`src/rtl/llr_hard_decision_qber_est.sv`:
```
// llr_hard_decision_qber_est: hard-decides posterior LLRs, counts corrections per frame and maps the frame QBER to a LUT index
//  clk, rst                 rising-edge clock, synchronous active-high reset
//  in_valid/in_ready        input handshake for llr_in (signed Q5.10) and xi_in (raw received bit)
//  bit_valid/bit_out/bit_flip  registered hard decision and correction flag, one pulse per accepted beat
//  qber_valid/err_count/qber_sel  per-frame pulse with held correction count and QBER index 0..10
module llr_hard_decision_qber_est #(
   parameter int LLR_W     = 15,
   parameter int FRAME_LEN = 1024,
   parameter int CNT_W     = $clog2(FRAME_LEN + 1)
) (
   input  logic             clk,
   input  logic             rst,
   input  logic             in_valid,
   output logic             in_ready,
   input  logic [LLR_W-1:0] llr_in,
   input  logic             xi_in,
   output logic             bit_valid,
   output logic             bit_out,
   output logic             bit_flip,
   output logic             qber_valid,
   output logic [CNT_W-1:0] err_count,
   output logic [3:0]       qber_sel
);
   localparam int CW = CNT_W + 8;
   typedef enum logic [1:0] {ACCUM, EVAL, DONE} state_t;
   state_t state, state_n;
   logic [CNT_W-1:0] bit_cnt, err_cnt, err_reg;
   logic [3:0] k;
   logic [4:0] mult;
   logic [CW-1:0] lhs, rhs;
   logic xfer, flip, last, hit;
   assign in_ready = state == ACCUM;
   assign xfer = in_valid & in_ready;
   assign flip = llr_in[LLR_W-1] ^ xi_in;
   assign last = bit_cnt == CNT_W'(FRAME_LEN - 1);
   // (2k+3) as {k,1} + 2; both products fit CW bits without truncation
   assign mult = {k, 1'b1} + 5'd2;
   assign lhs = CW'(err_reg) * CW'(200);
   assign rhs = CW'(mult) * CW'(FRAME_LEN);
   assign hit = lhs < rhs;
   always_comb begin
      state_n = state == ACCUM ? (xfer && last ? EVAL : ACCUM)
              : state == EVAL  ? (hit || k == 4'd10 ? DONE : EVAL)
              : ACCUM;
   end
   // k stops advancing on the first hit or at 10, so it already equals the clamped index at DONE
   always_ff @(posedge clk) begin
      if (rst) begin
         state      <= ACCUM;
         bit_cnt    <= '0;
         err_cnt    <= '0;
         err_reg    <= '0;
         k          <= '0;
         bit_valid  <= 1'b0;
         bit_out    <= 1'b0;
         bit_flip   <= 1'b0;
         qber_valid <= 1'b0;
         err_count  <= '0;
         qber_sel   <= '0;
      end else begin
         state      <= state_n;
         bit_valid  <= xfer;
         qber_valid <= state == DONE;
         if (xfer) begin
            bit_out  <= llr_in[LLR_W-1];
            bit_flip <= flip;
            bit_cnt  <= last ? '0 : bit_cnt + CNT_W'(1);
            err_cnt  <= last ? '0 : err_cnt + CNT_W'(flip);
         end
         if (xfer && last) begin
            err_reg <= err_cnt + CNT_W'(flip);
            k       <= '0;
         end
         if (state == EVAL && !hit && k != 4'd10) k <= k + 4'd1;
         if (state == DONE) begin
            qber_sel  <= k;
            err_count <= err_reg;
         end
      end
   end
endmodule

```
`config.mk`:
```
export PLATFORM = sky130hd
export DESIGN_NAME = llr_hard_decision_qber_est
export DESIGN_NICKNAME = d
export VERILOG_FILES = /design/src/rtl/llr_hard_decision_qber_est.sv
export SDC_FILE = /design/constraint.sdc
export NUM_CORES = 1
export LEC_CHECK = 0
export CORE_MARGIN = 5
export CORE_UTILIZATION = 29
export DETAILED_ROUTE_END_ITERATION = 10
export PLACE_DENSITY = 0.49
export SETUP_SLACK_MARGIN = 0.05
export SYNTH_ARGS = -nofsm -noshare
export SYNTH_HDL_FRONTEND = slang
export SYNTH_SLANG_ARGS = --single-unit
```
`constraint.sdc`:
```
create_clock -name clk -period 11.8 [get_ports clk]
set_clock_uncertainty 0.1 [all_clocks]
set_input_delay 1.18 -clock clk [delete_from_list [all_inputs] [get_ports clk]]
set_output_delay 1.18 -clock clk [all_outputs]
set_load 0.01 [all_outputs]
```
# Word-level counts from Yosys, hierarchy flattened
# Index checks and enable logic that the tools add are counted.
# totals
register_bits,58
input_bits,19
out_inout_bits,20
wordCells,39
# classes
add_sub_neg,4
multipliers,1
order_cmp,1
n_eq_ne,5
muxes,8
n_bitwise,2
reduce_logical,7
# ops
op,count
11-bit 2-to-1 mux,2
19-bit by 15-bit < comparator with 1-bit output,1
11-bit by 5-bit multiplier with 16-bit output (second input constant),1
11-bit by 1-bit adder with 11-bit output,1
11-bit by 1-bit adder with 11-bit output (second input constant),1
11-bit by 10-bit equality test with 1-bit output (second input constant),1
4-bit 2-to-1 mux,2
2-bit 2-to-1 mux,3
5-bit by 2-bit adder with 5-bit output (second input constant),1
4-bit by 1-bit adder with 4-bit output (second input constant),1
4-bit equality test (second input constant),1
4-bit inequality test (second input constant),1
1-bit logical AND,3
2-bit by 1-bit equality test with 1-bit output (second input constant),1
2-bit equality test (second input constant),1
2-bit logical NOT,1
2-bit nonzero test,1
1-bit bitwise AND,1
1-bit logical NOT,1
1-bit logical OR,1
1-bit 2-to-1 mux,1
1-bit bitwise XOR,1

# Depth between registers and ports, before layout
# Gate-level depths: netlist of the first run.
# depth
depth_word,6
mapped_depth,19
depth_no_buf,19

# Least setup slack after synthesis of the first run
# No wires, ideal clock.
# synth_path
kind,reg-to-reg
start,register err_reg[6]
end,register k[0]
setup_time_ns,0.121
t_arrival_ns,4.041
t_required_ns,11.579
path_slack_ns,7.538
stages_incl_launch_ff,17
period_less_slack_ns,4.262
path_cell_list,dfxtp_1 > ha_1 > ha_1 > inv_1 > fa_1 > inv_1 > ha_1 > and3_2 > a221o_1 > xor2_1 > ha_1 > a2111oi_4 > nand4_1 > nor4b_2 > o2111a_2 > a21oi_4 > mux2_4
# synth_between
elab_chain_cells,6
elab_cells_between_ends,7
# synth_rtl
element,line_no,rtl
start: declaration,27,"logic [CNT_W-1:0] bit_cnt, err_cnt, err_reg;"
start signal: assignment,71,err_reg <= err_cnt + CNT_W'(flip);
11-bit by 5-bit multiplier with 16-bit output *,38,assign lhs = CW'(err_reg) * CW'(200);
19-bit by 15-bit < comparator with 1-bit output *,40,assign hit = lhs < rhs;
1-bit logical NOT *,74,if (state == EVAL && !hit && k != 4'd10) k <= k + 4'd1;
1-bit logical AND * (2 in series),74,
4-bit 2-to-1 mux or 2-bit nonzero test (tied branches),--,
end signal: assignment,74,
end: declaration,28,logic [3:0] k;
# Every way passes the cells marked *; elsewhere a longest branch is shown, timed or not.
# A chain may end at the register's enable or synchronous reset.

# Worst setup path in the final report of the first run
# Ends and elaborated chain as after synthesis.

==> results of run 1 <==
worst max path at each step:
stage / to / slack, ns / cells after the start
after floorplan: k[0]$_SDFFE_PP0P_ / 7.54 / 16
after global placement: k[2]$_SDFFE_PP0P_ / 7.06 / 17
after detailed placement: k[0]$_SDFFE_PP0P_ / 7.08 / 17
after CTS: k[0]$_SDFFE_PP0P_ / 7.06 / 17
after global routing: state[1]$_SDFF_PP0_ / 6.80 / 19
final: k[0]$_SDFFE_PP0P_ / 7.14 / 17
worst max-delay path: cells and delay by family, from the launching register on:
family | cells | cell delay (ns)
AND/OR/NAND/NOR | 4 | 0.67
flip-flops | 1 | 0.46
XOR/XNOR | 1 | 0.18
AO/OA/AOI/OAI | 3 | 0.81
buffers and inverters | 2 | 0.09
adder cells (fa/ha/maj) | 5 | 1.73
multiplexers | 2 | 0.51
placed cells by master (no fill, tap or decap), types with 3 or more instances in the layout:
cell	count
clkinv_2	3
nand2_1	57
clkbuf_16	9
nand3b_1	5
fa_1	5
nor3b_1	3
inv_1	30
dfxtp_1	58
o21ai_0	6
a211oi_1	5
or2_2	4
xnor2_1	9
nand3_1	12
a22oi_1	6
clkdlybuf4s50_1	23
nand4_1	10
xor2_1	15
mux2i_1	10
nor2_1	47
a21oi_1	36
nor3_1	8
ha_1	44
power groups by stage:
stage          Clock, mW  Sequential (mW)  Combinational, mW
3_5_place_dp           0            0.203             0.0135
2_1_floorplan          0            0.203            0.00839
5_1_grt            0.255            0.199             0.0150
3_3_place_gp           0            0.203             0.0135
4_1_cts            0.243            0.199             0.0135
6_report           0.235            0.199             0.0132
layout make-up:
class | instances | area share [%]
Clock inverter | 3 | 0.354
Timing Repair Buffer | 26 | 5.90
Inverter | 30 | 2.65
Tap cell | 168 | 4.95
Multi-Input combinational cell | 316 | 52.7
Sequential cell | 58 | 27.4
Clock buffer | 12 | 6.05
metal layers:
metal | vias to the layer above | global-route usage [%]
met5 | - | 0
met4 | 0 | 3.15
met3 | 11 | 3.45
met2 | 24 | 16.5
met1 | 1239 | 14.9
li1 | 1490 | -
kinds of logic (layout without fill, tap and decap cells):
family	after synthesis	after routing
AO/OA/AOI/OAI	69	69
XOR/XNOR	24	24
adder cells (fa/ha/maj)	49	49
buffers and inverters	47	71
flip-flops	58	58
multiplexers	12	12
AND/OR/NAND/NOR	162	162
==> flow_summary.yaml, run 1 <==
run_status:
  status: "finished, final reports clean"
placement:
  place_ws_ns: 7.08
  portBuffers: 24
  placed_area_um2: 3970
  place_inst: 598
  place.gp.congestion: 0.776
  hpwl_um: 5640
sta:
  timing.fmax_ghz: 0.215
  fin_crit_sh_pct: 39.5
  holdWs_ns: 0.351
  period_minus_slack_ns: 4.66
  finalHoldViolCount: 0
  setup_viol: 0
  rsz0062_at_grt: "false"
  slew_violations: 0
  worstMarginPinSlew_ns: 0.992
  setup_tns_ns: 0
  fin_ws_ns: 7.14
  slew_headroom_pct: 33.7
logic_synthesis:
  ys_seq_area_share_pct: 32.3
  synth_top_area_share_pct: 32.3
  synthFlopType: "dfxtp_1"
  synth_xor_area_share_pct: 5.85
  yosysMostFrequentCell: "dfxtp_1"
  synth_top_family_by_area: "simple AND/OR/NAND/NOR gates"
  synthAdderAreaFrac_pct: 18.1
  synth_seq_cells: 58
  yosys-top-cells-area: "dfxtp_1 32%, ha_1 15%, nand2_1 6.0%"
  synth_compound_area_share_pct: 13.5
  avgSynthCellArea_um2: 8.54
  async_flop_share_pct: 0
  syn_nets: 489
  synth.distinct_cells: 52
  synthMuxAreaShare_pct: 3.62
  synth_common_cells: "58 x dfxtp_1, 57 x nand2_1, 47 x nor2_1"
  synth_top_area_cell: "dfxtp_1"
  synth_edf_count: 0
  netlist_instances: 421
  netlist_area_um2: 3590
  synthSimpleGateAreaFrac_pct: 21.1
  yosysWarningCount: 0
flow_run:
  maxCapViolations: 0
pwr:
  seqPwrFrac_pct: 44.5
  ir_drop_uv: 93.7
  p_comb_share_pct: 2.9
  power_mw: 0.447
  powerDensity_nw_per_um2: 105
  clockPowerShare_pct: 52.5
  p_sw_share_pct: 20.9
  power.leakage_nw: 1.74
  switching_power_mw: 0.0936
  intPower_mw: 0.353
drt:
  vias: 2764
  antenna_left: 0
  viasPerCell: 4.51
  drt-met1-wl_um: 3840
  top_layer_used: "met4"
  wl_um: 7500
  drcViolationCount: 0
  wl_met2_um: 3340
  avgRoutedWirePerCell_um: 12.2
  drtIter0Drc: 125
  routed-wl-met3_um: 221
  first_pass_iters: 4
global_route:
  grt_pass1_wl_um: 12900
  grt.total_usage_pct: 10.9
  antenna_found_initial: 0
  grt_max_degree: 58
  grt_overflow_total: 0
  grt_pass1_vias: 2681
clock_network:
  clock_tree.root_cell: "clkbuf_16"
  insertion_delay_ns: 0.33
  cts_setup_buffers: 0
  clockBufferDepth: 2
  ctsHoldBuffers: 0
  htree_levels: 3
  cts_resized: 0
  clk_pin_slew_worst_paths_ns: 0.05
  tritoncts: "done"
  cts_buffers: 9
  cts.sinks: 58
worst_setup_path:
  reg2reg_from: "err_reg[6]$_SDFFE_PP0P_"
  setup.worst_path.start: "err_reg[6]$_SDFFE_PP0P_"
  max_stage_delay_ns: 0.49
  path_max_fanout: 6
  cp.required_ns: 11.92
  rr_worst_depth: 17
  r2r_slack_ns: 7.14
  cp.arrival_ns: 4.77
  end_kind: "register"
  cpMaxStageDelayCell: "fa_1"
  cpMostUsedCell: "ha_1"
  cp-start-kind: "register"
  setup.worst_path.class: "register to register"
  crit_chain: "ha_1 > ha_1 > inv_1 > fa_1 > inv_1 > ha_1 > and3_2 > a221o_1 > xor2_1 > ha_1 > nand4_1 > nor2_1 > mux2i_1 > nor4b_2 > o2111a_2 > a21oi_4 > mux2_4"
  r2r_end: "k[0]$_SDFFE_PP0P_"
cells_and_area:
  nets: 509
  final_cell_area_um2: 4240
  drive_gt1_share_pct: 8.76
  regArea_um2: 1160
  syn2layout_area_growth_pct: 18.1
  diodes: 0
  fill_cells: 1269
  post-route-util_pct: 35.2
  multi_input_area_um2: 2240
  fin_cells: 613
floorplan:
  fp-row-count: 40
  io_pins: 39
  start_util_pct: 29.8
  die_w_um: 121
  dieArea_um2: 14700
  core-area_um2: 12100
  die_h_um: 121
min_path:
  hold_start: "qber_sel[1]$_SDFFE_PP0P_"
  whs_endpoint: "qber_sel[1]$_SDFFE_PP0P_"
  min_path_type: "register to register"
  whs_path_depth: 2
No activity file was read; power rests on OpenSTA's default activity.
==> run 2, diff against run 1 <==
--- a/config.mk
+++ b/config.mk
@@ -8,7 +8,7 @@
 export CORE_MARGIN = 5
 export CORE_UTILIZATION = 29
 export DETAILED_ROUTE_END_ITERATION = 10
-export PLACE_DENSITY = 0.49
+export PLACE_DENSITY = 0.5
 export SETUP_SLACK_MARGIN = 0.05
 export SYNTH_ARGS = -nofsm -noshare
 export SYNTH_HDL_FRONTEND = slang
==> constraint.sdc (replaced) <==
create_clock -name clk -period 4.2 [get_ports clk]
set_clock_uncertainty 0.1 [all_clocks]
set_input_delay 0.42 -clock clk [delete_from_list [all_inputs] [get_ports clk]]
set_output_delay 0.42 -clock clk [all_outputs]
set_load 0.01 [all_outputs]
==> run 2 against run 1 <==
Against the previous run:
- the flow now finishes with violations (negative setup slack)
- critical path depth unchanged
- register-to-register slack worse by 7.2 ns
- worst setup slack worse by 7.2 ns
- final cell count up 4.9%
- count of clock-buffer cells in the layout down 1
- cell area up 11%
- die area unchanged
- sequential cell count unchanged
- fmax up 10%
- first-iteration DRC count down 22%
- sequential power rose to 2.8 times the previous value
==> flow_summary.yaml, run 2 (synthesis results as in run 1) <==
global_route:
  antenna_found_initial: 0
  grt_max_degree: 37
  grt_pass1_vias: 3026
  grt.total_usage_pct: 11.9
  grt_pass1_wl_um: 14100
  grt_overflow_total: 0
worst_setup_path:
  crit_chain: "ha_4 > ha_4 > inv_2 > fa_1 > inv_2 > ha_4 > nor3_4 > a211oi_4 > a221o_1 > xor2_1 > ha_2 > a2111oi_4 > nand4_1 > nor4b_2 > o2111a_2 > a21oi_4 > mux2_4"
  setup.worst_path.class: "register to register"
  crit_buf_inv: 2
  path_max_fanout: 4
  cp.required_ns: 4.31
  max_stage_delay_ns: 0.50
  cpMostUsedCell: "ha_4"
  cp.arrival_ns: 4.33
  end_kind: "register"
  critical_path.top_delay_family: "adder cells"
  cp-start-kind: "register"
  cpMaxStageDelayCell: "fa_1"
min_path:
  min_path_type: "register to register"
sta:
  period_minus_slack_ns: 4.22
  fin_crit_sh_pct: 100
  setup_viol: 2
  rsz0062_at_grt: "true"
  worstMarginPinSlew_ns: 0.980
  slew_violations: 0
  fin_ws_ns: -0.0169
  setup_tns_ns: -0.0224
  finalHoldViolCount: 0
  timing.fmax_ghz: 0.237
  slew_headroom_pct: 34.6
pwr:
  switching_power_mw: 0.271
  p_sw_share_pct: 21.0
  powerDensity_nw_per_um2: 275
  power.leakage_nw: 1.88
  seqPwrFrac_pct: 42.9
  intPower_mw: 1.02
  ir_drop_uv: 194
  clockPowerShare_pct: 54.1
  p_comb_share_pct: 2.9
  power_mw: 1.30
drt:
  first_pass_iters: 4
  antenna_left: 0
  wl_um: 8250
  avgRoutedWirePerCell_um: 12.8
  drtIter0Drc: 98
  vias: 2941
  viasPerCell: 4.57
  drcViolationCount: 0
cells_and_area:
  final_cell_mix: "56 x nand2_1, 53 x dfxtp_1, 46 x nor2_1"
  regArea_um2: 1180
  final_common_cell: "nand2_1"
  diodes: 0
  fin_cells: 643
  multi_input_area_um2: 2450
  nets: 538
  fill_cells: 1231
  post-route-util_pct: 39.0
  syn2layout_area_growth_pct: 31.0
  drive_gt1_share_pct: 20.6
clock_network:
  tritoncts: "done"
  cts.sinks: 58
  insertion_delay_ns: 0.32
  clock_tree.root_cell: "clkbuf_16"
  cts_buffers: 9
  ctsHoldBuffers: 0
  clockBufferDepth: 2
  clk_pin_slew_worst_paths_ns: 0.05
  htree_levels: 3
floorplan:
  start_util_pct: 29.8
  io_pins: 39
  core-area_um2: 12100
  fp-row-count: 40
  dieArea_um2: 14700
  die_h_um: 121
  die_w_um: 121
run_status:
  failed_checks: "negative setup slack"
  status: "finished with violations"
placement:
  hpwl_um: 6260
  portBuffers: 24
  place.gp.congestion: 0.782
  place_inst: 623
  place_ws_ns: -0.225
flow_run:
  maxCapViolations: 0
==> run 2: cell count changes in the layout (fill, tap and decap cells not counted), moves of 5 or more <==
cell and delta:
ha_4 +11, ha_1 -13, dfxtp_1 -5, buf_4 +29
==> run 2: power by group through the flow <==
stage	logic, mW	clock network, mW	registers [mW]
after floorplan	0.0236	0	0.570
final	0.0379	0.701	0.556
after CTS	0.0385	0.721	0.556
after global routing	0.0426	0.750	0.556
after global placement	0.0374	0	0.570
after detailed placement	0.0384	0	0.570
==> run 2: final cells by class <==
type | count | area share [%]
clock buffers | 11 | 4.94
clock inverters | 5 | 1.14
inverters | 30 | 2.39
multi-input cells | 316 | 52.1
flip-flops and latches | 58 | 25.0
well taps | 168 | 4.46
repair buffers | 55 | 9.94
==> run 2: worst reg2reg max path: cells and delay by family, from the launching register on <==
kind,cells,cell delay [ns]
DFF,1,0.36
muxes,1,0.31
and+or+nand+nor,3,0.59
buffers and inverters,2,0.08
adders and majority gates,5,1.39
xor gates and xnor gates,1,0.16
AOI/OAI and AO/OA,5,1.11
==> run 2: final timing paths <==
kind	start	to	slack [ns]	cells after the start
min	bit_out$_SDFFE_PP0P_	bit_out$_SDFFE_PP0P_	0.35	2
max reg2reg	err_reg[3]$_SDFFE_PP0P_	k[0]$_SDFFE_PP0P_	-0.02	17
min reg2reg	bit_out$_SDFFE_PP0P_	bit_out$_SDFFE_PP0P_	0.35	2
max	err_reg[3]$_SDFFE_PP0P_	k[0]$_SDFFE_PP0P_	-0.02	17
==> run 2: repair_timing <==
action	4_1_cts	5_1_grt
setup endpoints to repair	6	6
resized for setup	26	4
pin swaps	24	6
buffers inserted	4	0
cloned	0	0
==> run 2: routing by layer <==
metal	GRT usage (%)	vias to the layer above	wire, µm
met2	21.3	22	4190
met1	14.0	1376	3800
met4	2.94	0	40
met3	3.22	6	223
met5	0	-	0
li1	-	1537	-
==> run 2: metrics by stage <==
stage          cell area (µm²)  hold WS, ns
3_3_place_gp              4230        0.343
4_1_cts                   4680        0.354
2_1_floorplan             3660        0.336
6_report                  4710        0.352
5_1_grt                   4710        0.373
3_5_place_dp              4230        0.347
==> run 3, diff against run 2 <==
--- a/config.mk
+++ b/config.mk
@@ -8,7 +8,7 @@
 export CORE_MARGIN = 5
 export CORE_UTILIZATION = 29
 export DETAILED_ROUTE_END_ITERATION = 10
-export PLACE_DENSITY = 0.5
+export PLACE_DENSITY = 0.49
 export SETUP_SLACK_MARGIN = 0.05
 export SYNTH_ARGS = -nofsm -noshare
 export SYNTH_HDL_FRONTEND = slang
==> constraint.sdc (replaced) <==
create_clock -name clk -period 4.6 [get_ports clk]
set_clock_uncertainty 0.1 [all_clocks]
set_input_delay 0.46 -clock clk [delete_from_list [all_inputs] [get_ports clk]]
set_output_delay 0.46 -clock clk [all_outputs]
set_load 0.01 [all_outputs]
==> run 3 against run 2 <==
Against the previous run:
- sequential power down 8.3%
- critical endpoint unchanged
- highest routed layer unchanged
- critical path depth rose by 1
- largest power group unchanged
- cell area down 2.8%
- register-to-register slack improved by 0.30 ns
- non-clock buffer count fell by 8
- clock power is 1% higher
- the flow now finishes without violations
- routed wire length down 2.8%
- first-iteration DRC count grew 5.1%
==> flow_summary.yaml, run 3 (synthesis results as in run 1) <==
run_status:
  status: "finished, final reports clean"
pwr:
  intPower_mw: 1.00
  p_sw_share_pct: 20.1
  clockPowerShare_pct: 56.6
  power_mw: 1.26
  p_comb_share_pct: 2.8
  powerDensity_nw_per_um2: 274
  seqPwrFrac_pct: 40.6
  switching_power_mw: 0.252
  ir_drop_uv: 207
  power.leakage_nw: 1.88
sta:
  rsz0062_at_grt: "true"
  slew_headroom_pct: 28.2
  slew_violations: 0
  fin_ws_ns: 0.282
  timing.fmax_ghz: 0.232
  finalHoldViolCount: 0
  period_minus_slack_ns: 4.32
  setup_tns_ns: 0
  worstMarginPinSlew_ns: 1.07
  fin_crit_sh_pct: 93.9
  setup_viol: 0
clock_network:
  clock_tree.root_cell: "clkbuf_16"
  tritoncts: "done"
  clk_pin_slew_worst_paths_ns: 0.05
  insertion_delay_ns: 0.33
  clockBufferDepth: 2
  cts.sinks: 58
  cts_buffers: 9
  ctsHoldBuffers: 0
  htree_levels: 3
min_path:
  whs_endpoint: "bit_out$_SDFFE_PP0P_"
  hold_start: "bit_out$_SDFFE_PP0P_"
  whs_path_depth: 2
  min_path_type: "register to register"
placement:
  place.gp.congestion: 0.778
  portBuffers: 24
  hpwl_um: 5980
  place_ws_ns: 0.00656
global_route:
  antenna_found_initial: 0
  grt_overflow_total: 0
  grt_max_degree: 33
  grt_pass1_vias: 2839
  grt_pass1_wl_um: 13400
  grt.total_usage_pct: 11.4
worst_setup_path:
  setup.worst_path.class: "register to register"
  crit_buf_inv: 3
  cp-start-kind: "register"
  crit_chain: "buf_4 > ha_1 > ha_1 > inv_1 > fa_1 > inv_1 > ha_1 > and3_2 > a221o_1 > xor2_1 > ha_2 > nand4_1 > nor2_1 > mux2i_1 > nor4b_2 > o2111a_2 > a21oi_4 > mux2_4"
  cp.required_ns: 4.72
  r2r_slack_ns: 0.28
  reg2reg_from: "err_reg[4]$_SDFFE_PP0P_"
  rr_worst_depth: 18
  r2r_end: "k[0]$_SDFFE_PP0P_"
  max_stage_delay_ns: 0.49
  cpMaxStageDelayCell: "fa_1"
  end_kind: "register"
  path_max_fanout: 4
  critical_path.top_delay_family: "adder cells"
  cpMostUsedCell: "ha_1"
  setup.worst_path.start: "err_reg[4]$_SDFFE_PP0P_"
  cp.arrival_ns: 4.43
cells_and_area:
  syn2layout_area_growth_pct: 27.4
  nets: 530
  final_common_cell: "nand2_1"
  fill_cells: 1244
  diodes: 0
  drive_gt1_share_pct: 17.3
  final_cell_mix: "56 x nand2_1, 55 x dfxtp_1, 46 x nor2_1"
floorplan:
  die_h_um: 121
  die_w_um: 121
  fp-row-count: 40
  io_pins: 39
  start_util_pct: 29.8
  core-area_um2: 12100
  dieArea_um2: 14700
drt:
  antenna_left: 0
  drcViolationCount: 0
  first_pass_iters: 4
  drtIter0Drc: 103
  wl_um: 8020
  avgRoutedWirePerCell_um: 12.6
  vias: 2909
  viasPerCell: 4.58
flow_run:
  maxCapViolations: 0
run 3: changes by cell type in the layout (fill, tap and decap cells not counted), sizes merged:
cell and delta:
buf -8, bufinv +1, inv -1, clkbuf -1
clkinv +1
run 3: layout make-up:
type | instances | area, µm² | share of cell area, %
Timing Repair Buffer | 47 | 408 | 8.91
Clock inverter | 6 | 80.1 | 1.75
Sequential cell | 58 | 1170 | 25.5
Multi-Input combinational cell | 316 | 2360 | 51.6
Tap cell | 168 | 210 | 4.59
Inverter | 30 | 113 | 2.46
Clock buffer | 10 | 239 | 5.22
run 3: worst reg2reg max path: cells and delay by family, from the launching register on:
family | cells | cell delay [ns]
adder cells (fa/ha/maj) | 5 | 1.65
AND/OR/NAND/NOR | 4 | 0.57
buffers and inverters | 3 | 0.22
XOR/XNOR | 1 | 0.16
multiplexers | 2 | 0.45
AO/OA/AOI/OAI | 3 | 0.71
flip-flops | 1 | 0.34
run 3: worst max path at each step:
stage	to	slack [ns]	cells after the start
detailed placement	k[0]$_SDFFE_PP0P_	0.007	18
global placement	k[2]$_SDFFE_PP0P_	0.07	16
CTS	state[1]$_SDFF_PP0_	0.09	20
floorplan	k[0]$_SDFFE_PP0P_	0.34	16
finish	k[0]$_SDFFE_PP0P_	0.28	18
global route	k[0]$_SDFFE_PP0P_	0.04	18
run 3: power by group through the flow:
stage          clock, mW  sequential, mW  combinational [mW]
2_1_floorplan          0           0.521              0.0215
3_3_place_gp           0           0.520              0.0350
3_5_place_dp           0           0.520              0.0352
4_1_cts            0.730           0.510              0.0353
5_1_grt            0.757           0.510              0.0393
6_report           0.711           0.510              0.0348
run 3: metrics by stage:
stage	std cells	area (µm²)	hold WS (ns)	util, %
global route	635	4580	0.376	38.0
detailed placement	617	4110	0.346	34.1
CTS	634	4460	0.353	37.0
global placement	617	4110	0.343	34.1
finish	635	4580	0.352	38.0
floorplan	421	3590	0.336	-
run 3: what timing repair did:
item	4_1_cts	5_1_grt
setup endpoints to repair	5	6
cloned	0	0
gates resized for setup	4	23
pin swaps	1	20
buffers inserted	1	1
run 3: metal layers:
metal | vias up | global-route usage [%] | part of all wire, %
met1 | 1348 | 14.2 | 47
met2 | 34 | 18.7 | 49
met3 | 8 | 3.59 | 3.2
met4 | 0 | 3.36 | 0.87
li1 | 1519 | - | -
met5 | - | 0 | 0
